**config.mk**
```make
export PLATFORM = sky130hd
export DESIGN_NAME = rx_timestamp_tagger
export DESIGN_NICKNAME = d
export VERILOG_FILES = /design/src/rtl/rx_ts_pkg.sv /design/src/rtl/axis_skid_slice.sv /design/src/rtl/rx_timestamp_tagger.sv
export SDC_FILE = /design/constraint.sdc
export NUM_CORES = 2
export LEC_CHECK = 0
export ABC_AREA = 0
export BUFFER_PORTS_ARGS = -buffer_cell sky130_fd_sc_hd__buf_2
export CAP_MARGIN = 5
export CORE_AREA = 2 2 359 361
export DETAILED_ROUTE_END_ITERATION = 8
export DIE_AREA = 0 0 361 363
export HOLD_SLACK_MARGIN = 0.02
export MAX_ROUTING_LAYER = met4
export PLACE_DENSITY = 0.56
export SLEW_MARGIN = 20
export SYNTH_ARGS = -nofsm -noshare
export SYNTH_HDL_FRONTEND = slang
export SYNTH_SLANG_ARGS = --single-unit
```
**constraint.sdc**
```tcl
create_clock -name axi_aclk -period 2.87 [get_ports axi_aclk]
set_input_delay 0.4305 -clock axi_aclk [delete_from_list [all_inputs] [get_ports axi_aclk]]
set_output_delay 0.4305 -clock axi_aclk [all_outputs]
set_load 0.01 [all_outputs]
```
**src/rtl/rx_ts_pkg.sv**
```systemverilog
// ---------------------------------------------------------------------------
// rx_ts_pkg: shared FSM state, stamp-field defaults and width checks for RX tagging.
// Rev 1.0
// ---------------------------------------------------------------------------
`default_nettype none

package rx_ts_pkg;

  typedef enum logic [0:0] {
    IDLE   = 1'b0,
    IN_PKT = 1'b1
  } rx_ts_state_t;

  // Shared with the DMA-side stamp extractor so both agree on the field.
  localparam int TS_TUSER_OFFSET_DEF = 32;
  localparam int TIMESTAMP_WIDTH_DEF = 64;

  function automatic bit ts_field_fits(input int offset, input int ts_width, input int tuser_width);
    return (offset >= 0) && (ts_width > 0) && (offset + ts_width <= tuser_width);
  endfunction

endpackage

`default_nettype wire

```
**src/rtl/axis_skid_slice.sv**
```systemverilog
// ---------------------------------------------------------------------------
// axis_skid_slice: 2-entry registered valid/ready slice, full throughput, registered ready.
// Rev 1.0
// ---------------------------------------------------------------------------
`default_nettype none

module axis_skid_slice #(
  parameter int WIDTH = 8
) (
  input  logic             clk,
  input  logic             rst,
  input  logic [WIDTH-1:0] s_data,
  input  logic             s_valid,
  output logic             s_ready,
  output logic [WIDTH-1:0] m_data,
  output logic             m_valid,
  input  logic             m_ready
);

  logic [WIDTH-1:0] skid_data;
  logic             skid_valid;

  always_ff @(posedge clk) begin
    if (rst) begin
      m_data     <= '0;
      m_valid    <= 1'b0;
      skid_data  <= '0;
      skid_valid <= 1'b0;
      s_ready    <= 1'b0;
    end else if (!m_valid || m_ready) begin
      // Output slot is free this cycle: drain the skid entry first to keep order.
      s_ready <= 1'b1;
      if (skid_valid) begin
        m_data     <= skid_data;
        m_valid    <= 1'b1;
        skid_valid <= 1'b0;
      end else if (s_valid && s_ready) begin
        m_data  <= s_data;
        m_valid <= 1'b1;
      end else begin
        m_valid <= 1'b0;
      end
    end else if (s_valid && s_ready) begin
      skid_data  <= s_data;
      skid_valid <= 1'b1;
      s_ready    <= 1'b0;
    end else begin
      s_ready <= !skid_valid;
    end
  end

endmodule

`default_nettype wire

```
**src/rtl/rx_timestamp_tagger.sv**
```systemverilog
// ---------------------------------------------------------------------------
// rx_timestamp_tagger: writes the arrival stamp into TUSER of each packet's first beat.
// Optional macro RX_TS_LATENCY_COMP_EN subtracts TS_COMP_TICKS from the stamp. Rev 1.0
// ---------------------------------------------------------------------------
`default_nettype none

module rx_timestamp_tagger
  import rx_ts_pkg::*;
#(
  parameter int C_AXIS_DATA_WIDTH  = 256,
  parameter int C_AXIS_TUSER_WIDTH = 128,
  parameter int TIMESTAMP_WIDTH    = TIMESTAMP_WIDTH_DEF,
  parameter int TS_TUSER_OFFSET    = TS_TUSER_OFFSET_DEF,
  parameter int TS_COMP_TICKS      = 0
) (
  input  logic                            axi_aclk,
  input  logic                            axi_reset,
  input  logic [TIMESTAMP_WIDTH-1:0]      stamp_counter,
  input  logic [C_AXIS_DATA_WIDTH-1:0]    s_axis_tdata,
  input  logic [C_AXIS_DATA_WIDTH/8-1:0]  s_axis_tstrb,
  input  logic [C_AXIS_TUSER_WIDTH-1:0]   s_axis_tuser,
  input  logic                            s_axis_tvalid,
  output logic                            s_axis_tready,
  input  logic                            s_axis_tlast,
  output logic [C_AXIS_DATA_WIDTH-1:0]    m_axis_tdata,
  output logic [C_AXIS_DATA_WIDTH/8-1:0]  m_axis_tstrb,
  output logic [C_AXIS_TUSER_WIDTH-1:0]   m_axis_tuser,
  output logic                            m_axis_tvalid,
  input  logic                            m_axis_tready,
  output logic                            m_axis_tlast,
  output logic [31:0]                     tagged_pkts
);

  localparam int STRB_WIDTH  = C_AXIS_DATA_WIDTH / 8;
  localparam int SLICE_WIDTH = C_AXIS_DATA_WIDTH + STRB_WIDTH + C_AXIS_TUSER_WIDTH + 1;

  if (!ts_field_fits(TS_TUSER_OFFSET, TIMESTAMP_WIDTH, C_AXIS_TUSER_WIDTH)) begin : g_ts_field_check
    $error("rx_timestamp_tagger: stamp field does not fit inside TUSER");
  end

  rx_ts_state_t                 state;
  logic [TIMESTAMP_WIDTH-1:0]   ts_hold;
  logic                         ts_held;
  logic [TIMESTAMP_WIDTH-1:0]   live_stamp;
  logic [TIMESTAMP_WIDTH-1:0]   insert_stamp;
  logic [C_AXIS_TUSER_WIDTH-1:0] tuser_tagged;
  logic [SLICE_WIDTH-1:0]       s_slice;
  logic [SLICE_WIDTH-1:0]       m_slice;
  logic                         s_hs;

`ifdef RX_TS_LATENCY_COMP_EN
  localparam logic [TIMESTAMP_WIDTH-1:0] COMP_TICKS = TIMESTAMP_WIDTH'(TS_COMP_TICKS);
  assign live_stamp = stamp_counter - COMP_TICKS;
`else
  logic unused_comp_ticks;
  assign unused_comp_ticks = (TS_COMP_TICKS != 0);
  assign live_stamp        = stamp_counter;
`endif

  // A first beat accepted on its first valid cycle has no held stamp yet.
  assign insert_stamp = ts_held ? ts_hold : live_stamp;
  assign s_hs         = s_axis_tvalid && s_axis_tready;

  always_comb begin
    tuser_tagged = s_axis_tuser;
    if (state == IDLE) begin
      tuser_tagged[TS_TUSER_OFFSET +: TIMESTAMP_WIDTH] = insert_stamp;
    end
  end

  always_ff @(posedge axi_aclk) begin
    if (axi_reset) begin
      state       <= IDLE;
      ts_hold     <= '0;
      ts_held     <= 1'b0;
      tagged_pkts <= '0;
    end else begin
      case (state)
        IDLE: begin
          if (s_hs) begin
            tagged_pkts <= tagged_pkts + 32'd1;
            ts_held     <= 1'b0;
            state       <= s_axis_tlast ? IDLE : IN_PKT;
          end else if (s_axis_tvalid && !ts_held) begin
            ts_hold <= live_stamp;
            ts_held <= 1'b1;
          end
        end
        IN_PKT: begin
          if (s_hs && s_axis_tlast) begin
            state   <= IDLE;
            ts_held <= 1'b0;
          end
        end
        default: state <= IDLE;
      endcase
    end
  end

  assign s_slice = {s_axis_tdata, s_axis_tstrb, tuser_tagged, s_axis_tlast};
  assign {m_axis_tdata, m_axis_tstrb, m_axis_tuser, m_axis_tlast} = m_slice;

  axis_skid_slice #(
    .WIDTH (SLICE_WIDTH)
  ) u_skid (
    .clk     (axi_aclk),
    .rst     (axi_reset),
    .s_data  (s_slice),
    .s_valid (s_axis_tvalid),
    .s_ready (s_axis_tready),
    .m_data  (m_slice),
    .m_valid (m_axis_tvalid),
    .m_ready (m_axis_tready)
  );

endmodule

`default_nettype wire

```
Word-level counts from Yosys, hierarchy flattened --
Index checks and enable logic that the tools add are counted.
Cells by class: add/sub/neg operators 1, equality and inequality tests 2, muxes and demuxes 16, bitwise operators 3, reductions and logical operators 14
Operator list (count):
- 417-bit two-way mux | 2
- 64-bit two-way mux | 2
- 32-bit by 1-bit adder with 32-bit output (second input constant) | 1
- 1-bit two-way mux | 10
- 2-bit AND reduction | 4
- 1-bit one-hot mux with 2 select lines | 2
- 1-bit logical AND | 3
- 1-bit zero test | 3
- 3-bit by 2-bit inequality test with 1-bit output (second input constant) | 1
- 1-bit inverter | 3
- 3-bit AND reduction | 1
- 2-bit by 1-bit inequality test with 1-bit output (second input constant) | 1
- 2-bit nonzero test | 1
- 2-bit OR reduction | 1
- 1-bit logical OR | 1
Word-level totals: register bits 935, input bits 485, logic and storage cells 45

Depth between registers and ports, before layout --
depth after elaboration 5, mapped depth 8

Modules after synthesis --
Synthesis repeated with hierarchy kept, for this count alone.
Second synthesis, totals: cells, all modules 4411, area, all modules 38892.3 um2
Modules (own cells, without submodules):
- axis_skid_slice | times used 1, cells an instance 3721, area an instance 33764.9 um2, seq. area each 16756.1 um2
- rx_timestamp_tagger | times used 1, cells an instance 690, area an instance 5127.4 um2, seq. area each 1961.9 um2

Least setup slack after synthesis --
OpenSTA, ideal clock, no wires.
kind input to register, from input port s_axis_tvalid, to register tagged_pkts[30], data arrival time 1680 ps, required time 2749 ps, path slack 1069 ps, cell stages on the path 7, buffers on the path 3, cell sequence buf_2 > and3b_1 > buf_2 > nand4_2 > clkbuf_1 > nor3_1 > mux2_2
On the way: longest elaborated chain between the ends 2
Ends and longest elaborated chain:
- start, declared | line rx_timestamp_tagger.sv:22 | input logic s_axis_tvalid,
- 1-bit logical AND | line rx_timestamp_tagger.sv:62 | assign s_hs = s_axis_tvalid && s_axis_tready;
- 2-bit AND reduction (no line)
- end signal, assigned | line rx_timestamp_tagger.sv:81 | tagged_pkts <= tagged_pkts + 32'd1;
- end, declared | line rx_timestamp_tagger.sv:31 | output logic [31:0] tagged_pkts
Every way passes these cells. A chain may end at the register's enable or synchronous reset.

Worst setup path in the final report --
from register u_skid.s_ready, to register u_skid.m_data[13]
On the way: longest elaborated chain between the ends 3
Ends and longest elaborated chain:
- start, declared | line axis_skid_slice.sv:14 | output logic s_ready,
- start signal, assigned | line axis_skid_slice.sv:48 | s_ready <= !skid_valid;
- 1-bit logical AND | line axis_skid_slice.sv:37 | end else if (s_valid && s_ready) begin
- 2-bit nonzero test (no line)
- 2-bit AND reduction (no line)
- end signal, assigned | line axis_skid_slice.sv:34 | m_data <= skid_data;
- end signal, assigned | line axis_skid_slice.sv:38 | m_data <= s_data;
- end, declared | line axis_skid_slice.sv:15 | output logic [WIDTH-1:0] m_data,
Every way passes these cells.

==> results.txt <==
Result of the run - finished clean
Post-Synthesis Mean Instance Area - 8.62 sq um
Mean number of vias per cell - 4.76
Detailed-placement wirelength estimate - 90,200 um
Worst Hold Path Cells - 5
Power per standard cell area - 601 mW/mm^2
Number of DRC markers after the initial detailed-route iteration - 2,179
DRC viols - 0
Initial Utilization - 0.296
Worst-margin pin slew - 0.888 ns
Final hold violation count - 0
Unrepaired setup endpoints after global routing - no
Pre-Repair DR Iteration Count - 8
Yosys synthesis warning count - 0
Net count of the finished layout - 6,046
Clock transition at the register clock pins on the worst setup and hold paths after CTS - 0.06 ns
Worst min-delay path class - in -> reg
Share of synthesized registers carrying an async set or reset - 0
Max Cap Viol - 0
Signal arrival time at the worst endpoint - 2.84 ns
Share of the core filled with cells in the final layout - 0.408
Synth cell types - 37
Leak Pwr - 0.0195 uW
Post-synth design cell area - 0.0377 sq mm
Horizontal die dimension - 361 um
Max_slew headroom - 0.408
Post-CTS setup repair buffer count - 0
Period Utilization, post-route - 0.776
Worst ir drop on vdd - 559 uV
Fraction of layout instances using a drive strength above 1 - 0.218
Floorplan row count - 131
Clock latency on the worst-skew pair - 0.72 ns
Routed via count - 34,904
Post-cts gate resize count - 0
Number of max-slew violations in the final report - 0
Syn Nets - 4,854
Sinks on Clock Net - 935
Largest clock skew in the final design - 0.0395 ns
Internal reg-to-reg setup slack - 0.64 ns
Cell Area, Placed - 0.0440 sq mm
Core ar. - 0.127 sq mm
Main flop type after synthesis - dfxtp_1
Clock tree root driver cell - clkbuf_16
CTS tree - done
Post-detailed-routing wire length - 130,000 um
Weighted congestion at the end of routability-driven global placement - 0.875
Final period demand of the worst path - 2.23 ns
Element type at the critical path end - register
Combined global-route utilization of all metal layers - 0.193
Global-route wire length before repair - 196,000 um
Area of all placed cells without fillers - 0.0518 sq mm
Seq/Total Area, Yosys - 0.497
Total CTS buffers - 103
Critical path fanouts, max - 90
H-tree levels - 3
Final-layout setup total negative slack - 0 ns
Post-synthesis cell count - 4,368
I/O pin count - 936
CP Launch Type - register
Data required time of the worst path - 3.48 ns
Die Y-Extent - 363 um
Aggregate global routing overflow - 0
Buffers on Ports - 935
Synthesis-to-finish area growth - 37.6%
Count of fill cells added during filler insertion - 12,760
Antenna Nets Post-Route - 0
Post-route total power - 31,100 uW
Classification of the worst setup path - reg -> reg
FF+latch count, synth - 935
Setup violations, final - 0
Length in cells of the worst reg-to-reg path - 6
Number of enable-type register cells in the synthesized netlist - 0
Via count of the first global-routing pass - 32,897
Clock tree buffer depth - 3
DIE AREA - 0.131 sq mm
Maximum number of pins on one net before global-route repair - 156
Maximum clock frequency - 0.449 GHz
Initial antenna violation count - 29
Routed len/inst - 17.7 um
-- cell type report --
class	count	area [sq um]	share of cell area
flip-flops and latches	935	18700	0.361
multi-input cells	3043	17100	0.330
repair buffers	1469	10300	0.198
clock buffers	154	3000	0.0579
well taps	1662	2080	0.0401
clock inverters	36	517	0.00997
diodes	31	77.6	0.00150
inverters	8	30.0	0.000580
-- through the flow --
stage | hold slack (ns) | worst slack, ns | instances
5_1_grt | 0.0929 | 0.394 | 7335
3_3_place_gp | 0.440 | 0.597 | 6699
6_report | 0.127 | 0.643 | 7338
3_5_place_dp | 0.446 | 0.574 | 6699
2_1_floorplan | 0.436 | 1.07 | 4368
4_1_cts | 0.0498 | 0.673 | 7307
-- state kept, by name (all words and copies together) (netlist names), named ones only --
register	cells
ts_hold	64
u_skid.s_ready	1
u_skid.m_valid	1
u_skid.m_data	417
tagged_pkts	32
u_skid.skid_valid	1
u_skid.skid_data	417
ts_held	1
-- kinds of logic after synthesis --
kind of cell,synth area share
buffers and inverters,0.0496
xor gates and xnor gates,0.00233
and+or+nand+nor,0.160
DFF,0.497
muxes,0.130
AOI/OAI and AO/OA,0.161
adders and majority gates,0.000332
-- placed cells by master (no fill, tap or decap), types with 3 or more instances in the layout --
master	netlist	layout
or4_1	5	5
nor3_1	8	8
o21ai_0	74	74
inv_1	8	8
and4_1	5	5
clkbuf_1	231	28
or3_1	11	10
inv_6	0	5
nor2_1	441	441
buf_12	0	43
clkinv_2	0	16
and3_1	6	5
xor2_1	7	7
clkbuf_8	0	23
buf_2	106	934
dlygate4sd3_1	0	418
nand3_1	10	9
o31ai_1	5	5
xnor2_1	3	3
nand2_1	1034	1034
diode_2	0	31
bufinv_16	0	7
dfxtp_1	935	932
nor2b_1	5	5
a21oi_1	500	500
a211oi_1	417	417
mux2i_1	482	482
dfxtp_4	0	3
buf_4	6	73
mux2_2	7	7
nand4_1	9	9
clkbuf_16	0	103
clkinv_16	0	5
-- synthesized netlist by cell type (6+ instances only) --
library cell  number  area, sq um
mux2i_1          482         4820
nor2_1           441         1660
a21oi_1          500         2500
xor2_1             7         61.3
dfxtp_1          935        18700
buf_4              6         45.0
nand3_1           10         50.1
o21ai_0           74          370
buf_2            106          531
nand2_1         1034         3880
and3_1             6         37.5
or3_1             11         68.8
nand4_1            9         56.3
a211oi_1         417         3130
mux2_2             7         78.8
nor3_1             8         40.0
inv_1              8         30.0
buf_6             33          372
clkbuf_1         231          867
buf_1              6         22.5
-- per-layer routing --
| layer | vias up | wire, um | GRT usage |
|---|---|---|---|
| li1 | 17413 | - | - |
| met1 | 16264 | 55000 | 0.229 |
| met2 | 988 | 60900 | 0.311 |
| met3 | 239 | 9040 | 0.0545 |
| met4 | 0 | 5010 | 0.0744 |
| met5 | - | 0 | - |
-- path summary, 6_finish.rpt --
kind | startpoint | to
max | u_skid.s_ready | u_skid.m_data[13]
min | s_axis_tuser[66] | u_skid.skid_data[67]
min reg2reg | u_skid.skid_data[157] | u_skid.skid_data[157]
max reg2reg | u_skid.s_ready | u_skid.m_data[13]
-- where the power goes --
| group | internal [uW] | switching, uW | leakage, uW |
|---|---|---|---|
| Sequential | 13500 | 336 | 0.00762 |
| Clock | 7910 | 5680 | 0.00172 |
| Combinational | 1620 | 2040 | 0.0101 |
| Total | 23100 | 8060 | 0.0195 |
-- critical path, cell delays in order, from the launching register on --
cell and delay (ns):
dfxtp_1 0.60, a21oi_1 0.25, nor2_4 0.21, buf_12 0.34, buf_4 0.33, nor2_1 0.06
a211oi_1 0.22
-- timing repair --
action,CTS,global route
endpoints found under the setup margin,0,0
hold endpoints to repair,618,0
hold buffers,418,0
No activity file was read; power rests on OpenSTA's default activity.
